==> src/rtl/src_buf_ctrl.sv <==
// Command sequencer for the asymmetric source buffer: LOAD streams 32-bit host words into port A,
// READ fetches 128-bit rows from port B through a 2-entry FIFO onto a valid/ready stream.
module src_buf_ctrl #(
   parameter int unsigned WIDTHA     = 32,
   parameter int unsigned WIDTHB     = 128,
   parameter int unsigned ADDRWIDTHA = 14,
   parameter int unsigned ADDRWIDTHB = 12,
   parameter int unsigned LEN_W      = 15
) (
   input  logic                  clk,
   input  logic                  rst_n,
   input  logic                  cmd_valid,
   output logic                  cmd_ready,
   input  logic                  cmd_op,
   input  logic [ADDRWIDTHA-1:0] cmd_base,
   input  logic [LEN_W-1:0]      cmd_len,
   input  logic                  wr_valid,
   output logic                  wr_ready,
   input  logic [WIDTHA-1:0]     wr_data,
   output logic                  buf_enaA,
   output logic                  buf_weA,
   output logic [ADDRWIDTHA-1:0] buf_addrA,
   output logic [WIDTHA-1:0]     buf_diA,
   output logic                  buf_enaB,
   output logic [ADDRWIDTHB-1:0] buf_addrB,
   input  logic [WIDTHB-1:0]     buf_doB,
   output logic                  rd_valid,
   input  logic                  rd_ready,
   output logic [WIDTHB-1:0]     rd_data,
   output logic                  busy,
   output logic                  done
);

   typedef enum logic [1:0] {StIdle, StLoad, StRead, StDone} state_e;

   state_e                r_state;
   state_e                w_state_d;
   logic [LEN_W-1:0]      r_len;
   logic [LEN_W-1:0]      r_cnt;
   logic [LEN_W-1:0]      r_issued;
   logic [ADDRWIDTHA-1:0] r_addr_a;
   logic [ADDRWIDTHB-1:0] r_addr_b;
   logic                  r_inflight;
   logic [1:0]            r_occ;
   logic                  r_wr_ptr;
   logic                  r_rd_ptr;
   logic [WIDTHB-1:0]     r_fifo [2];

   logic                  w_accept;
   logic                  w_wr_hs;
   logic                  w_pop;
   logic                  w_push;
   logic                  w_issue;
   logic                  w_last;
   logic [2:0]            w_level;

   assign cmd_ready = (r_state == StIdle);
   assign wr_ready  = (r_state == StLoad);
   assign busy      = (r_state != StIdle);
   assign done      = (r_state == StDone);

   assign w_accept  = cmd_valid & cmd_ready;
   assign w_wr_hs   = wr_valid & wr_ready;
   assign rd_valid  = (r_occ != 2'd0);
   assign rd_data   = r_fifo[r_rd_ptr];
   assign w_pop     = rd_valid & rd_ready;
   assign w_push    = r_inflight;
   assign w_last    = (r_cnt == r_len - LEN_W'(1));

   // Rows held or already requested, minus the one leaving this cycle, must leave a free slot.
   assign w_level   = {1'b0, r_occ} + {2'b00, r_inflight};
   assign w_issue   = (r_state == StRead) && (r_issued < r_len) &&
                      ((w_level - {2'b00, w_pop}) < 3'd2);
   assign buf_enaB  = w_issue;
   assign buf_addrB = r_addr_b;

   always_ff @(posedge clk or negedge rst_n) begin
      if (!rst_n) begin
         r_state <= StIdle;
      end else begin
         r_state <= w_state_d;
      end
   end

   always_comb begin
      w_state_d = r_state;
      unique case (r_state)
         StIdle: begin
            if (w_accept) begin
               if (cmd_len == '0) begin
                  w_state_d = StDone;
               end else if (cmd_op) begin
                  w_state_d = StRead;
               end else begin
                  w_state_d = StLoad;
               end
            end
         end
         StLoad:  if (w_wr_hs && w_last) w_state_d = StDone;
         StRead:  if (w_pop && w_last) w_state_d = StDone;
         StDone:  w_state_d = StIdle;
         default: w_state_d = StIdle;
      endcase
   end

   // Command fields and progress counters; r_cnt counts write or pop handshakes.
   always_ff @(posedge clk or negedge rst_n) begin
      if (!rst_n) begin
         r_len    <= '0;
         r_cnt    <= '0;
         r_issued <= '0;
         r_addr_a <= '0;
         r_addr_b <= '0;
      end else if (w_accept) begin
         r_len    <= cmd_len;
         r_cnt    <= '0;
         r_issued <= '0;
         r_addr_a <= cmd_base;
         r_addr_b <= cmd_base[ADDRWIDTHB-1:0];
      end else begin
         if (w_wr_hs || w_pop) begin
            r_cnt <= r_cnt + LEN_W'(1);
         end
         if (w_wr_hs) begin
            r_addr_a <= r_addr_a + ADDRWIDTHA'(1);
         end
         if (w_issue) begin
            r_issued <= r_issued + LEN_W'(1);
            r_addr_b <= r_addr_b + ADDRWIDTHB'(1);
         end
      end
   end

   always_ff @(posedge clk or negedge rst_n) begin
      if (!rst_n) begin
         buf_enaA  <= 1'b0;
         buf_weA   <= 1'b0;
         buf_addrA <= '0;
         buf_diA   <= '0;
      end else begin
         buf_enaA <= w_wr_hs;
         buf_weA  <= w_wr_hs;
         if (w_wr_hs) begin
            buf_addrA <= r_addr_a;
            buf_diA   <= wr_data;
         end
      end
   end

   // Row data arrives one cycle after issue and is captured straight into the FIFO.
   always_ff @(posedge clk or negedge rst_n) begin
      if (!rst_n) begin
         r_inflight <= 1'b0;
         r_occ      <= 2'd0;
         r_wr_ptr   <= 1'b0;
         r_rd_ptr   <= 1'b0;
         r_fifo[0]  <= '0;
         r_fifo[1]  <= '0;
      end else begin
         r_inflight <= w_issue;
         if (w_push) begin
            r_fifo[r_wr_ptr] <= buf_doB;
            r_wr_ptr         <= ~r_wr_ptr;
         end
         if (w_pop) begin
            r_rd_ptr <= ~r_rd_ptr;
         end
         if (w_push && !w_pop) begin
            r_occ <= r_occ + 2'd1;
         end else if (!w_push && w_pop) begin
            r_occ <= r_occ - 2'd1;
         end
      end
   end

endmodule

==> config.mk <==
export PLATFORM = sky130hd
export DESIGN_NAME = src_buf_ctrl
export DESIGN_NICKNAME = d
export VERILOG_FILES = /design/src/rtl/src_buf_ctrl.sv
export SDC_FILE = /design/constraint.sdc
export NUM_CORES = 1
export LEC_CHECK = 0
export ABC_AREA = 1
export CAP_MARGIN = 20
export CELL_PAD_IN_SITES_DETAIL_PLACEMENT = 2
export CELL_PAD_IN_SITES_GLOBAL_PLACEMENT = 2
export CORE_AREA = 2 2 251 253
export CTS_CLUSTER_SIZE = 40
export DETAILED_ROUTE_END_ITERATION = 8
export DIE_AREA = 0 0 253 255
export GPL_TIMING_DRIVEN = 0
export PLACE_DENSITY = 0.77
export SLEW_MARGIN = 20
export SYNTH_ARGS = -nofsm -noshare
export SYNTH_HDL_FRONTEND = slang
export SYNTH_SLANG_ARGS = --single-unit
==> constraint.sdc <==
create_clock -name clk -period 2.9 [get_ports clk]
set_input_delay 0.435 -clock clk [delete_from_list [all_inputs] [get_ports clk]]
set_output_delay 0.435 -clock clk [all_outputs]
set_load 0.03 [all_outputs]
==> results of run 1 <==
## report_power, final
group	internal, µW	switching, µW
Sequential	7850	1710
Clock	3610	2340
Combinational	5310	10700
## cell families (layout without fill, tap and decap cells)
kind of cell,count (synthesis),count (layout),share of synthesized area (%)
xor+xnor,32,32,1.57
other cells,0,4,0
compound gates,391,391,11.5
buf+inv,328,809,7.05
simple gates,1099,1099,24.5
flops,381,381,53.5
fa+ha+maj,26,26,1.87
## synth_stat cells, drive strengths merged
library cell and n:
clkinv 1, o22ai 1, buf 18, o21ai 332
ha 25, nor2 78, nor3b 2, a21boi 2
inv 214, o211ai 3, xnor2 11, o31ai 8
nor3 11, fa 1, a211oi 3, nor4 7
o21a 2, a31oi 7, a22oi 4, dfrtp 381
nand4 9, nand3 55, o221a 1, xor2 21
nand3b 4, o221ai 1, nand2 930, a21oi 27
clkbuf 95, or2 3
## registers in the layout, summed over array words and instances, names as in the netlist
name	cells
buf_addrA	14
buf_addrB	12
buf_diA	32
buf_weA	1
r_addr_a	14
r_cnt	15
r_fifo	256
r_inflight	1
r_issued	15
r_len	15
r_occ	2
r_rd_ptr	1
r_state	2
r_wr_ptr	1
## final timing paths
| path | from | endpoint | slack, ns | cells after the start |
|---|---|---|---|---|
| worst min register to register | r_fifo[38] | r_fifo[38] | 0.48 | 2 |
| max in group asynchronous | rst_n | r_fifo[4] | 1.65 | 3 |
| worst max register to register | r_occ[0] | r_issued[1] | 0.02 | 12 |
| min in group clk | wr_data[28] | buf_diA[28] | 0.41 | 3 |
| worst max-delay path | r_occ[0] | buf_enaB | -0.44 | 9 |
| worst min-delay path | rst_n | r_issued[2] | 0.34 | 2 |
## layer usage
metal	track usage [%]	vias to the layer above	part of all wire, %
met4	6.51	18	2.7
met1	26.2	8651	41
met5	0	-	0.15
met2	39.5	318	51
li1	-	7969	-
met3	5.45	117	5.7
## repair_timing
action,CTS,global route
pin swaps,6,5
hold buffers,1,0
gates resized for setup,154,43
setup endpoints to repair,152,48
buffers inserted,4,2
hold endpoints to repair,36,0
gates cloned,0,2
## final cells by class
type / count / area (µm²)
Buffer: 112 / 538
Clock inverter: 11 / 133
Tap cell: 799 / 1000
Antenna cell: 4 / 10.0
Clock buffer: 70 / 1420
Multi-Input combinational cell: 1548 / 7080
Sequential cell: 381 / 9540
Fill cell: 7065 / 37600
Inverter: 215 / 812
Timing Repair Buffer: 401 / 4050
## stage by stage
stage               setup TNS (ns)  setup WS (ns)  utilization [%]  hold slack, ns  cell area, µm²
finish                      -0.443         -0.443             39.5           0.341           24600
global route                -0.799         -0.521             39.5           0.371           24600
CTS                         -0.452         -0.452             39.2           0.328           24400
detailed placement          -34.58          -1.64             36.7           0.363           22800
global placement          -6054.19         -15.87             36.5           0.464           22700
floorplan                        0          0.113                -           0.139           17800
==> metrics.csv, run 1 <==
metric;value;unit
WP data arrival;2.91;ns
CTS Buf Count;47;
vias in the first global route;19387;
Gate Count Post-Synth;2257;
Post-Syn Nets;2478;
vias per cell;4.82;
Hold/Removal Path Class;in -> async;
total power per unit cell area;1280;nW/µm²
crit path max fanout;3;
Buf+Inv Stages, Crit Path;2;
#FFs+latches synth;381;
crit end category;output pin;
Area contributors post-synth;dfrtp_1, nand2_1, o21ai_0;
most frequent cells in the layout;nand2_1, dfrtp_1, o21ai_0, clkdlybuf4s50_1, inv_1;
Clock Sink Count;381;
via count;17073;
Worst Setup Start Kind;flop;
DRT antenna net count;0;
drt drc;0;
worst slew pin tran;0.881;ns
WL final;72300;µm
Worst-Skew Late Latency;0.57;ns
commonest non-fill, non-tap cell in the layout;nand2_1;
crit path time final;3.34;ns
Layout area overhead;37.9;%
clk buf depth;3;
# IOs;389;
Critical Path RT;2.47;ns
first-pass GRT wire length;111000;µm
CP Class;reg -> out;
Final period util;115;%
failing checks;setup timing;
relative max-transition margin;41.3;%
num rows;92;
f_max;299;MHz
DRT iter0 DRCs;721;
detailed placement HPWL;52900;µm
clk_skew;0.0195;ns
largest net degree at the start of global routing;99;
Final Max Tran Viols;0;
Final WS setup;-0.443;ns
Layout Cells excl Fill;3541;
unrepaired setup endpoints after global routing;true;
synth unique cells;45;
post-synth top area share;53.5;%
CP top delay family;adder cells;
final layout net count;2927;
Placeable Area;62200;µm²
WL/cell;20.4;µm
crit path cell chain;o21a_4, ha_4, or2_4, fa_1, nand3b_1, a211oi_2, nand2_2, clkinv_4, buf_6;
Cell Area, Synth;17800;µm²
initial antenna violation count;13;
root buf cell;clkbuf_16;
Initial Util;28.7;%
PortBufs;388;
CP max stage cell;fa_1;
delay of the slowest cell on the worst path;0.50;ns
Final Hold Vio Count;0;
CTS H-tree depth;2;
Inst Count DP;3448;
TritonCTS clock tree;yes;
Die Ht;255;µm
max_cap viols;0;
Mapped Avg Cell Area;7.90;µm²
Pleak;0.0124;µW
Final Power;31500;µW
Tot GR Track Use;22.1;%
1st-pass router iterations;4;
Worst IR Drop VDD;553;µV
setup violators final;1;
Die W;253;µm
gp weighted congestion;0.855;
layout cells sized above 1;5.99;%
gr ovfl total;0;
status;complete, but fails checks;
warnings from Yosys;0;
post-synth top area cell;dfrtp_1;
DIE AREA;64500;µm²
register area share after synthesis;53.5;%
Reg clk slew, reported paths;0.06;ns
Note: power is estimated with default switching activity, not from simulation.
==> run 2, diff against run 1 <==
Clock period 2.9 ns to 3.4 ns, I/O delays scaled along.
==> run 2 against run 1 <==
- the run still ends with setup timing left
- sequential power shrank 15%
- routed wire length shrank 0.41%
- final cell count is essentially flat
- register-to-register slack gained 0.44 ns
- sequential share of layout area grew 0.12 points
- global-route usage is essentially flat
- largest cell class unchanged
==> metrics.csv, run 2 (synthesis gave the netlist of run 1 again) <==
metric;value;unit
layout cells sized above 1;5.63;%
M1 wire length;29600;µm
root buf cell;clkbuf_16;
sw frac;45.9;%
pre-CTS WS;-1.29;ns
Die W;253;µm
Final Max Tran Viols;0;
largest registers;r_fifo (256), buf_diA (32);
Worst IR Drop VDD;472;µV
initial antenna violation count;13;
drt drc;0;
gp weighted congestion;0.855;
via count;17073;
1st-pass router iterations;4;
Gate power share;51.6;%
Layout area overhead;37.4;%
status;complete, but fails checks;
gr ovfl total;0;
DRT antenna net count;0;
Pleak;0.0120;µW
total power per unit cell area;1120;nW/µm²
Hold/Removal Path Class;in -> async;
relative max-transition margin;41.2;%
worst hold slack;0.418;ns
first-pass GRT wire length;111000;µm
PortBufs;388;
Critical Path RT;2.89;ns
WP data arrival;2.92;ns
Worst Setup Start Kind;flop;
clk buf depth;3;
detailed placement HPWL;52900;µm
DRT iter0 DRCs;693;
setup violators final;1;
Die Ht;255;µm
Final Hold Vio Count;0;
failing checks;setup timing;
Placement Cell Area;22800;µm²
commonest non-fill, non-tap cell in the layout;nand2_1;
clk_skew;0.0192;ns
crit path time final;3.43;ns
crit end category;output pin;
# IOs;389;
Reg clk slew, reported paths;0.06;ns
CTS H-tree depth;2;
Pint;14800;µW
Finished Cell Area;24500;µm²
Worst-Skew Late Latency;0.57;ns
worst slew pin tran;0.883;ns
max_cap viols;0;
met2 WL;36500;µm
Placeable Area;62200;µm²
Reg power frac;29.8;%
met3 WL;3940;µm
final layout net count;2926;
Clk network pwr share;18.6;%
CP Class;reg -> out;
Clock Sink Count;381;
DIE AREA;64500;µm²
Tot GR Track Use;22.1;%
Most flops, register;r_fifo;
WL/cell;20.3;µm
largest net degree at the start of global routing;99;
num rows;92;
max reg flops;256;
crit path max fanout;3;
Psw;12500;µW
most frequent cells in the layout;nand2_1, clkdlybuf4s50_1, dfrtp_1, o21ai_0, inv_1;
unrepaired setup endpoints after global routing;true;
Final period util;101;%
Final WS setup;-0.0308;ns
f_max;291;MHz
CTS Buf Count;47;
Initial Util;28.7;%
fillers;7035;
vias per cell;4.82;
WL final;72000;µm
vias in the first global route;19413;
TritonCTS clock tree;yes;
max layer used;met5;
run 2: routing by layer:
| layer | GRT usage (%) | vias up |
|---|---|---|
| met5 | 0 | - |
| met4 | 6.39 | 18 |
| met3 | 5.49 | 113 |
| met2 | 39.5 | 321 |
| met1 | 26.3 | 8654 |
| li1 | - | 7967 |
run 2: worst paths after layout:
path | from | end | slack, ns | cells after the start
max in group asynchronous | rst_n | r_fifo[104] | 2.07 | 3
worst max-delay path | r_occ[0] | buf_enaB | -0.03 | 9
worst min register to register | r_fifo[38] | r_fifo[38] | 0.48 | 2
worst max register to register | r_occ[0] | buf_addrB[0] | 0.46 | 13
worst min-delay path | rst_n | r_issued[2] | 0.42 | 2
min in group clk | wr_data[28] | buf_diA[28] | 0.48 | 3
run 2: layout make-up:
cell class / count / area, µm² / share of cell area, %
antenna: 4 / 10.0 / 0.0408
timing repair buffer: 399 / 4060 / 16.5
tap: 799 / 1000 / 4.08
multi-input combinational: 1548 / 7070 / 28.8
sequential: 381 / 9540 / 38.9
clock inverter: 11 / 133 / 0.541
inverter: 215 / 812 / 3.31
buffer: 113 / 478 / 1.95
clock buffer: 70 / 1420 / 5.78
run 2: worst max-delay path: stages, from the launching register on:
cell and delay, ns:
dfrtp_1 0.41, o21a_4 0.24, ha_4 0.21, or2_4 0.23
fa_1 0.50, nand3b_1 0.10, a211oi_2 0.31, nand2_2 0.14
clkinv_4 0.08, buf_6 0.12
run 2: timing repair:
item,in CTS,in global routing
hold buffers,1,0
hold endpoints to repair,36,0
gates resized for setup,28,20
pin swaps,6,5
setup buffers,4,2
endpoints found under the setup margin,121,53
cloned,0,0
run 2: through the flow:
stage	util, %	instances	total power (µW)	setup TNS [ns]
floorplan	-	2257	15900	0
global placement	36.5	3444	21600	-5873.35
detailed placement	36.7	3448	22300	-12.83
CTS	39.4	3534	27700	-0.0273
global route	39.4	3540	29300	-0.107
finish	39.4	3540	27400	-0.0308
run 2: power groups by stage:
stage                     Combinational, µW  Clock [µW]  Sequential, µW
after global routing                  15500        5400            8430
after CTS                             14400        5230            8160
after global placement                13600           0            8030
after floorplan                        7520           0            8360
after detailed placement              14100           0            8180
final                                 14100        5080            8160
